--- config.mk ---
export PLATFORM = sky130hd
export DESIGN_NAME = fir_lp_ctrl
export DESIGN_NICKNAME = d
export VERILOG_FILES = /design/src/rtl/pmt_fir_pkg.sv /design/src/rtl/fir_lp_ctrl.sv
export SDC_FILE = /design/constraint.sdc
export NUM_CORES = 1
export LEC_CHECK = 0
export CAP_MARGIN = 20
export CORE_UTILIZATION = 47
export DETAILED_ROUTE_END_ITERATION = 10
export PLACE_DENSITY = 0.85
export SLEW_MARGIN = 0
export SYNTH_ARGS = -nofsm -noshare
export SYNTH_HDL_FRONTEND = slang
export SYNTH_SLANG_ARGS = --single-unit
export TNS_END_PERCENT = 50
--- constraint.sdc ---
create_clock -name clk_i -period 6.15 [get_ports clk_i]
set_clock_uncertainty 0.2 [all_clocks]
set_input_delay 1.5375 -clock clk_i [delete_from_list [all_inputs] [get_ports clk_i]]
set_output_delay 1.5375 -clock clk_i [all_outputs]
set_load 0.005 [all_outputs]
--- src/rtl/pmt_fir_pkg.sv ---
// Shared definitions for the PMT laser FIR low-pass path: state encoding,
// depth limits and the down-sample clamp helper.
package pmt_fir_pkg;

  typedef enum logic [1:0] {
    ST_IDLE   = 2'd0,
    ST_FLUSH  = 2'd1,
    ST_SETTLE = 2'd2,
    ST_RUN    = 2'd3
  } fir_state_e;

  localparam int FIR_MAX_NUM      = 19;
  localparam int FIR_FLUSH_CYCLES = 40;

  function automatic logic [7:0] clamp_num(input logic [7:0] num, input logic [7:0] max_num);
    return (num > max_num) ? max_num : num;
  endfunction

endpackage

--- src/rtl/fir_lp_ctrl.sv ---
// Sequencer around the FIR low-pass filter: drains the pipeline on every start
// or tap-count change and only releases outputs computed over a full window.
module fir_lp_ctrl
  import pmt_fir_pkg::*;
#(
  parameter int DATA_WIDTH   = 16,
  parameter int MAX_NUM      = FIR_MAX_NUM,
  parameter int FLUSH_CYCLES = FIR_FLUSH_CYCLES
) (
  input  logic                  clk_i,
  input  logic                  rst_i,
  input  logic                  laser_start_i,
  input  logic [7:0]            fir_down_sample_num_i,
  input  logic                  laser_vld_i,
  input  logic [DATA_WIDTH-1:0] laser_data_i,
  output logic                  fir_start_o,
  output logic [7:0]            fir_num_o,
  output logic                  fir_laser_vld_o,
  output logic [DATA_WIDTH-1:0] fir_laser_data_o,
  input  logic                  lp_laser_vld_i,
  input  logic [DATA_WIDTH-1:0] lp_laser_data_i,
  output logic                  lp_vld_o,
  output logic [DATA_WIDTH-1:0] lp_data_o,
  output logic                  settled_o,
  output logic [1:0]            state_o
);

  localparam int               CNT_W      = $clog2(FLUSH_CYCLES + 1);
  localparam logic [CNT_W-1:0] FLUSH_LAST = CNT_W'(FLUSH_CYCLES - 1);
  localparam logic [CNT_W-1:0] CNT_ONE    = CNT_W'(1);
  localparam logic [7:0]       MAX_NUM_L  = 8'(MAX_NUM);

  fir_state_e            state_r, state_nxt_s;
  logic [CNT_W-1:0]      flush_cnt_r, flush_cnt_nxt_s;
  logic [4:0]            drop_cnt_r, drop_cnt_nxt_s;
  logic [7:0]            fir_num_r, fir_num_nxt_s, req_num_s;
  logic                  change_s, active_s, run_s;
  logic                  fir_start_r, fir_vld_r, lp_vld_r;
  logic [DATA_WIDTH-1:0] fir_data_r, lp_data_r;

  assign req_num_s = clamp_num(fir_down_sample_num_i, MAX_NUM_L);
  assign change_s  = (req_num_s != fir_num_r);
  assign run_s     = (state_r == ST_RUN);
  assign active_s  = (state_r == ST_SETTLE) || run_s;

  // Next-state, flush/drop counters and tap-count latch
  always_comb begin
    state_nxt_s     = state_r;
    flush_cnt_nxt_s = flush_cnt_r;
    drop_cnt_nxt_s  = drop_cnt_r;
    fir_num_nxt_s   = fir_num_r;
    case (state_r)
      ST_IDLE: begin
        if (laser_start_i) begin
          fir_num_nxt_s   = req_num_s;
          flush_cnt_nxt_s = {CNT_W{1'b0}};
          state_nxt_s     = ST_FLUSH;
        end else begin
          state_nxt_s = ST_IDLE;
        end
      end
      ST_FLUSH: begin
        if (!laser_start_i) begin
          state_nxt_s = ST_IDLE;
        end else if (change_s) begin
          // A new request restarts the drain; the latest value wins
          fir_num_nxt_s   = req_num_s;
          flush_cnt_nxt_s = {CNT_W{1'b0}};
        end else if (flush_cnt_r == FLUSH_LAST) begin
          if (fir_num_r == 8'd0) begin
            state_nxt_s = ST_RUN;
          end else begin
            state_nxt_s    = ST_SETTLE;
            drop_cnt_nxt_s = 5'd0;
          end
        end else begin
          flush_cnt_nxt_s = flush_cnt_r + CNT_ONE;
        end
      end
      ST_SETTLE, ST_RUN: begin
        if (!laser_start_i) begin
          state_nxt_s = ST_IDLE;
        end else if (change_s) begin
          fir_num_nxt_s   = req_num_s;
          flush_cnt_nxt_s = {CNT_W{1'b0}};
          state_nxt_s     = ST_FLUSH;
        end else if ((state_r == ST_SETTLE) && lp_laser_vld_i) begin
          // The fir_num-th partial output is the last one dropped
          if (drop_cnt_r == (fir_num_r[4:0] - 5'd1)) begin
            state_nxt_s = ST_RUN;
          end else begin
            drop_cnt_nxt_s = drop_cnt_r + 5'd1;
          end
        end else begin
          state_nxt_s = state_r;
        end
      end
      default: begin
        state_nxt_s = ST_IDLE;
      end
    endcase
  end

  // State, counters and registered outputs; gating uses the pre-transition state
  always_ff @(posedge clk_i) begin
    if (rst_i) begin
      state_r     <= ST_IDLE;
      flush_cnt_r <= {CNT_W{1'b0}};
      drop_cnt_r  <= 5'd0;
      fir_num_r   <= 8'd0;
      fir_start_r <= 1'b0;
      fir_vld_r   <= 1'b0;
      fir_data_r  <= {DATA_WIDTH{1'b0}};
      lp_vld_r    <= 1'b0;
      lp_data_r   <= {DATA_WIDTH{1'b0}};
    end else begin
      state_r     <= state_nxt_s;
      flush_cnt_r <= flush_cnt_nxt_s;
      drop_cnt_r  <= drop_cnt_nxt_s;
      fir_num_r   <= fir_num_nxt_s;
      fir_start_r <= active_s;
      fir_vld_r   <= laser_vld_i & active_s;
      fir_data_r  <= laser_data_i;
      lp_vld_r    <= lp_laser_vld_i & run_s;
      if (lp_laser_vld_i && run_s) begin
        lp_data_r <= lp_laser_data_i;
      end else begin
        lp_data_r <= lp_data_r;
      end
    end
  end

  assign fir_start_o      = fir_start_r;
  assign fir_num_o        = fir_num_r;
  assign fir_laser_vld_o  = fir_vld_r;
  assign fir_laser_data_o = fir_data_r;
  assign lp_vld_o         = lp_vld_r;
  assign lp_data_o        = lp_data_r;
  assign settled_o        = run_s;
  assign state_o          = state_r;

endmodule

==> results by group <==
Outcome
  – Status: finished clean

STA
  – Worst Slack Setup Final: 2070 ps
  – Highest clock rate: 245 MHz
  – Final hold violation count: 0
  – Fin. max-slew vios: 0
  – Worst-margin pin slew: about 1000 ps
  – Relative slew slack: about 33%
  – RSZ-0062 raised after global routing: no
  – Hold_ws: 259 ps
  – Post-layout min period: 4080 ps
  – Fin crit share: 66.3%
  – Setup Viol. Count Final: 0
  – Setup TNS: 0 ps

Synthesis
  – Mapped Cells: 271
  – Xor/xnor cell area share of the yosys netlist: about 3.3%
  – Yosys Warn Count: 0
  – Simple-gate share of the synthesized area: 27.6%
  – Sequential area share after synthesis: between 40% and 50%
  – Cell area after synthesis: approximately 2400 um^2
  – Synth cell types: 44
  – Synth async-reset ratio: 0%
  – Avg Inst Size Synth: about 8.7 um^2
  – Syn nets: 319
  – Post-synth EDFFs: 0
  – Main synth FF type: dfxtp_1
  – Adder-cell share of the synthesized area: 1.59%
  – Synthesis-stage register bit count: 56
  – Complex-gate fraction of the synthesized area: around 16%
  – Mux cell area share after synthesis: 0.846%
  – Largest family of logic cells by synthesized area: simple AND/OR/NAND/NOR gates

Place
  – Post-DP Area: 3310 um^2
  – Routability cong.: ~0.86
  – Input/output buffers: 90
  – DP HPWL: 3950 um
  – Pre-CTS WS: 1730 ps

Setup path
  – Crit path from: fir_down_sample_num_i[2]
  – Arr. time, crit path: 4140 ps
  – CP endpoint kind: flip-flop
  – Worst r2r src: flush_cnt_r[0]
  – Crit-path cells: clkdlybuf4s50_1 -> o21ai_0 -> a311oi_1 -> a31oi_1 -> o31ai_2 -> nor4b_1 -> a31o_2
  – Slowest cell on the critical path: a31oi_1
  – Startpoint types: primary input
  – Critical path's largest stage delay: about 760 ps
  – Critical Path Fanout Max: 13
  – WP buf/inv: 1
  – CP delay by family, top: compound AO/OA/AOI/OAI gates
  – Crit Path Category: primary input to flip-flop
  – Worst EP required: just over 6000 ps

Routing
  – Routed WL: ~5400 um
  – DRC viols: 0
  – Iteration count of the initial detailed-routing pass: 4
  – Via-to-Cell Ratio: between 5 and 6
  – Met3 wire len: 470 um
  – Wire per inst: 12.7 um
  – ANT nets after route: 0
  – Initial DRC count: 107
  – Met2 WL: 2470 um
  – Top routing layer in use: met4
  – M1 WL: 2420 um
  – Via Count: 2233

CTS
  – Worst skew pair latency: 310 ps
  – Setup Buffers After CTS: 0
  – Clk buf depth: 2
  – CTS clk-pin slew, worst paths: 100 ps
  – TritonCTS Buffers: 5
  – Hold_buf cts: 0
  – H-tree depth: 2
  – CTS resizes: 0
  – CTS root buf: clkbuf_8
  – CTS tree: built
  – Clk sinks: 56

Floorplanning
  – Die H: 73.0 um
  – I/O Pins: 91
  – Cell Rows: 25
  – Core area: between 4000 and 5000 um^2
  – Initial Utilization: about half
  – Die width: 73.0 um
  – Die area: between 5000 and 6000 um^2

Power and ir drop
  – Clock power share: 31.3%
  – Sequential share of power: 56.5%
  – Max rail drop VDD: 0.152 mV
  – Sw power: between 0.15 and 0.2 mW
  – Switching share of power: approximately a quarter
  – P_int: 0.503 mW
  – PD cells: 195 nW/um^2
  – Power share of the combinational group: approximately an eighth
  – Leakage: 1.22 nW

GRT
  – Largest net degree at the start of global routing: 45
  – GRT Total Usage: roughly a fifth
  – Vias in the first global route: around 1.9k
  – First-pass GRT wire length: around 8500 um
  – Number of antenna violations at the first check in global routing: 0
  – Total grt overflow: 0

Layout
  – Filler cell count: 378
  – P&R area growth vs syn: 43.9%
  – Diode count: 0
  – Post-route cell area: 3410 um^2
  – Nets: 404
  – Share of cells above drive strength 1: under 10%

Job
  – Max cap viols: 0

Worst hold path
  – HP Class: flip-flop to flip-flop
  – HP Start: lp_data_o[0]
[worst reg2reg max path, stage by stage, from the launching register on]
cell and delay, ps:
dfxtp_1 400, ha_1 230, nand2_1 70, nor4_1 480
a21oi_1 200, nor4_4 370, or4b_1 470, a31oi_1 170
[power by group through the flow]
stage                     clock network (mW)  logic [mW]  registers, mW
after detailed placement                   0      0.0813          0.383
after global routing                   0.232      0.0881          0.376
after floorplan                            0      0.0315          0.383
final                                  0.208      0.0813          0.375
after global placement                     0      0.0807          0.383
after CTS                              0.216      0.0817          0.375
[logic make-up after synthesis]
group           Yosys count
xor+xnor                  9
flops                    56
fa+ha+maj                 3
buf+inv                  23
simple gates            120
mux                       2
compound gates           58
[cell type report]
cell class	instances	area, um^2	area share [%]
flip-flops and latches	56	1120	32.9
inverters	10	37.5	1.10
clock buffers	5	68.8	2.02
multi-input cells	192	1160	34.0
well taps	67	83.8	2.46
repair buffers	91	908	26.7
clock inverters	3	27.5	0.808
[flip-flops by register name (all words and copies together) (netlist names)]
name,count
state_o,2
lp_vld_o,1
flush_cnt_r,6
fir_laser_vld_o,1
fir_num_o,8
drop_cnt_r,5
fir_start_o,1
lp_data_o,16
fir_laser_data_o,16
[Yosys cell counts, types with 2 or more instances]
master	count	share of area, %
inv_1	10	1.6
nand3_1	9	1.9
a31o_2	2	0.74
mux2i_1	2	0.85
nor2b_1	18	4.8
nor4b_1	4	1.5
xor2_1	7	2.6
a211oi_1	4	1.3
nand2b_1	3	0.79
o21ai_0	12	2.5
nand2_1	42	6.7
dfxtp_1	56	47
a21oi_1	19	4.0
ha_1	3	1.6
o211ai_1	2	0.63
nor4_4	2	1.8
and3_1	10	2.6
clkbuf_1	11	1.7
xnor2_1	2	0.74
o31ai_1	5	1.6
a31oi_1	4	1.1
nor4_1	4	1.1
nor2_1	12	1.9
nor3_1	8	1.7
[per-stage QoR]
stage | power (mW) | std cells | util, %
after floorplan | 0.415 | 271 | -
after global placement | 0.464 | 416 | 69.2
after detailed placement | 0.465 | 416 | 69.2
after CTS | 0.673 | 424 | 71.2
after global routing | 0.696 | 424 | 71.2
final | 0.664 | 424 | 71.2
[final timing paths]
check | end | slack (ps) | cells after the start
worst max-delay path | fir_num_o[2] | 2070 | 7
worst min register to register | lp_data_o[0] | 260 | 2
worst min-delay path | lp_data_o[0] | 260 | 2
worst max register to register | drop_cnt_r[3] | 3500 | 7
[cell usage in the layout, fill, tap and decap left out, types with 5 or more instances in the layout]
| cell type | netlist | layout |
|---|---|---|
| clkbuf_8 | 0 | 5 |
| dfxtp_1 | 56 | 56 |
| nor2b_1 | 18 | 18 |
| nor3_1 | 8 | 8 |
| clkdlybuf4s50_1 | 0 | 90 |
| o21ai_0 | 12 | 12 |
| xor2_1 | 7 | 7 |
| nor2_1 | 12 | 12 |
| and3_1 | 10 | 10 |
| nand2_1 | 42 | 42 |
| o31ai_1 | 5 | 5 |
| inv_1 | 10 | 10 |
| nand3_1 | 9 | 9 |
| a21oi_1 | 19 | 19 |
[routing by layer]
layer	up-vias	track usage (%)
met4	0	4.79
met3	5	6.08
li1	1120	-
met2	98	34.5
met5	-	0
met1	1010	24.7
No activity file was read; power rests on OpenSTA's default activity.
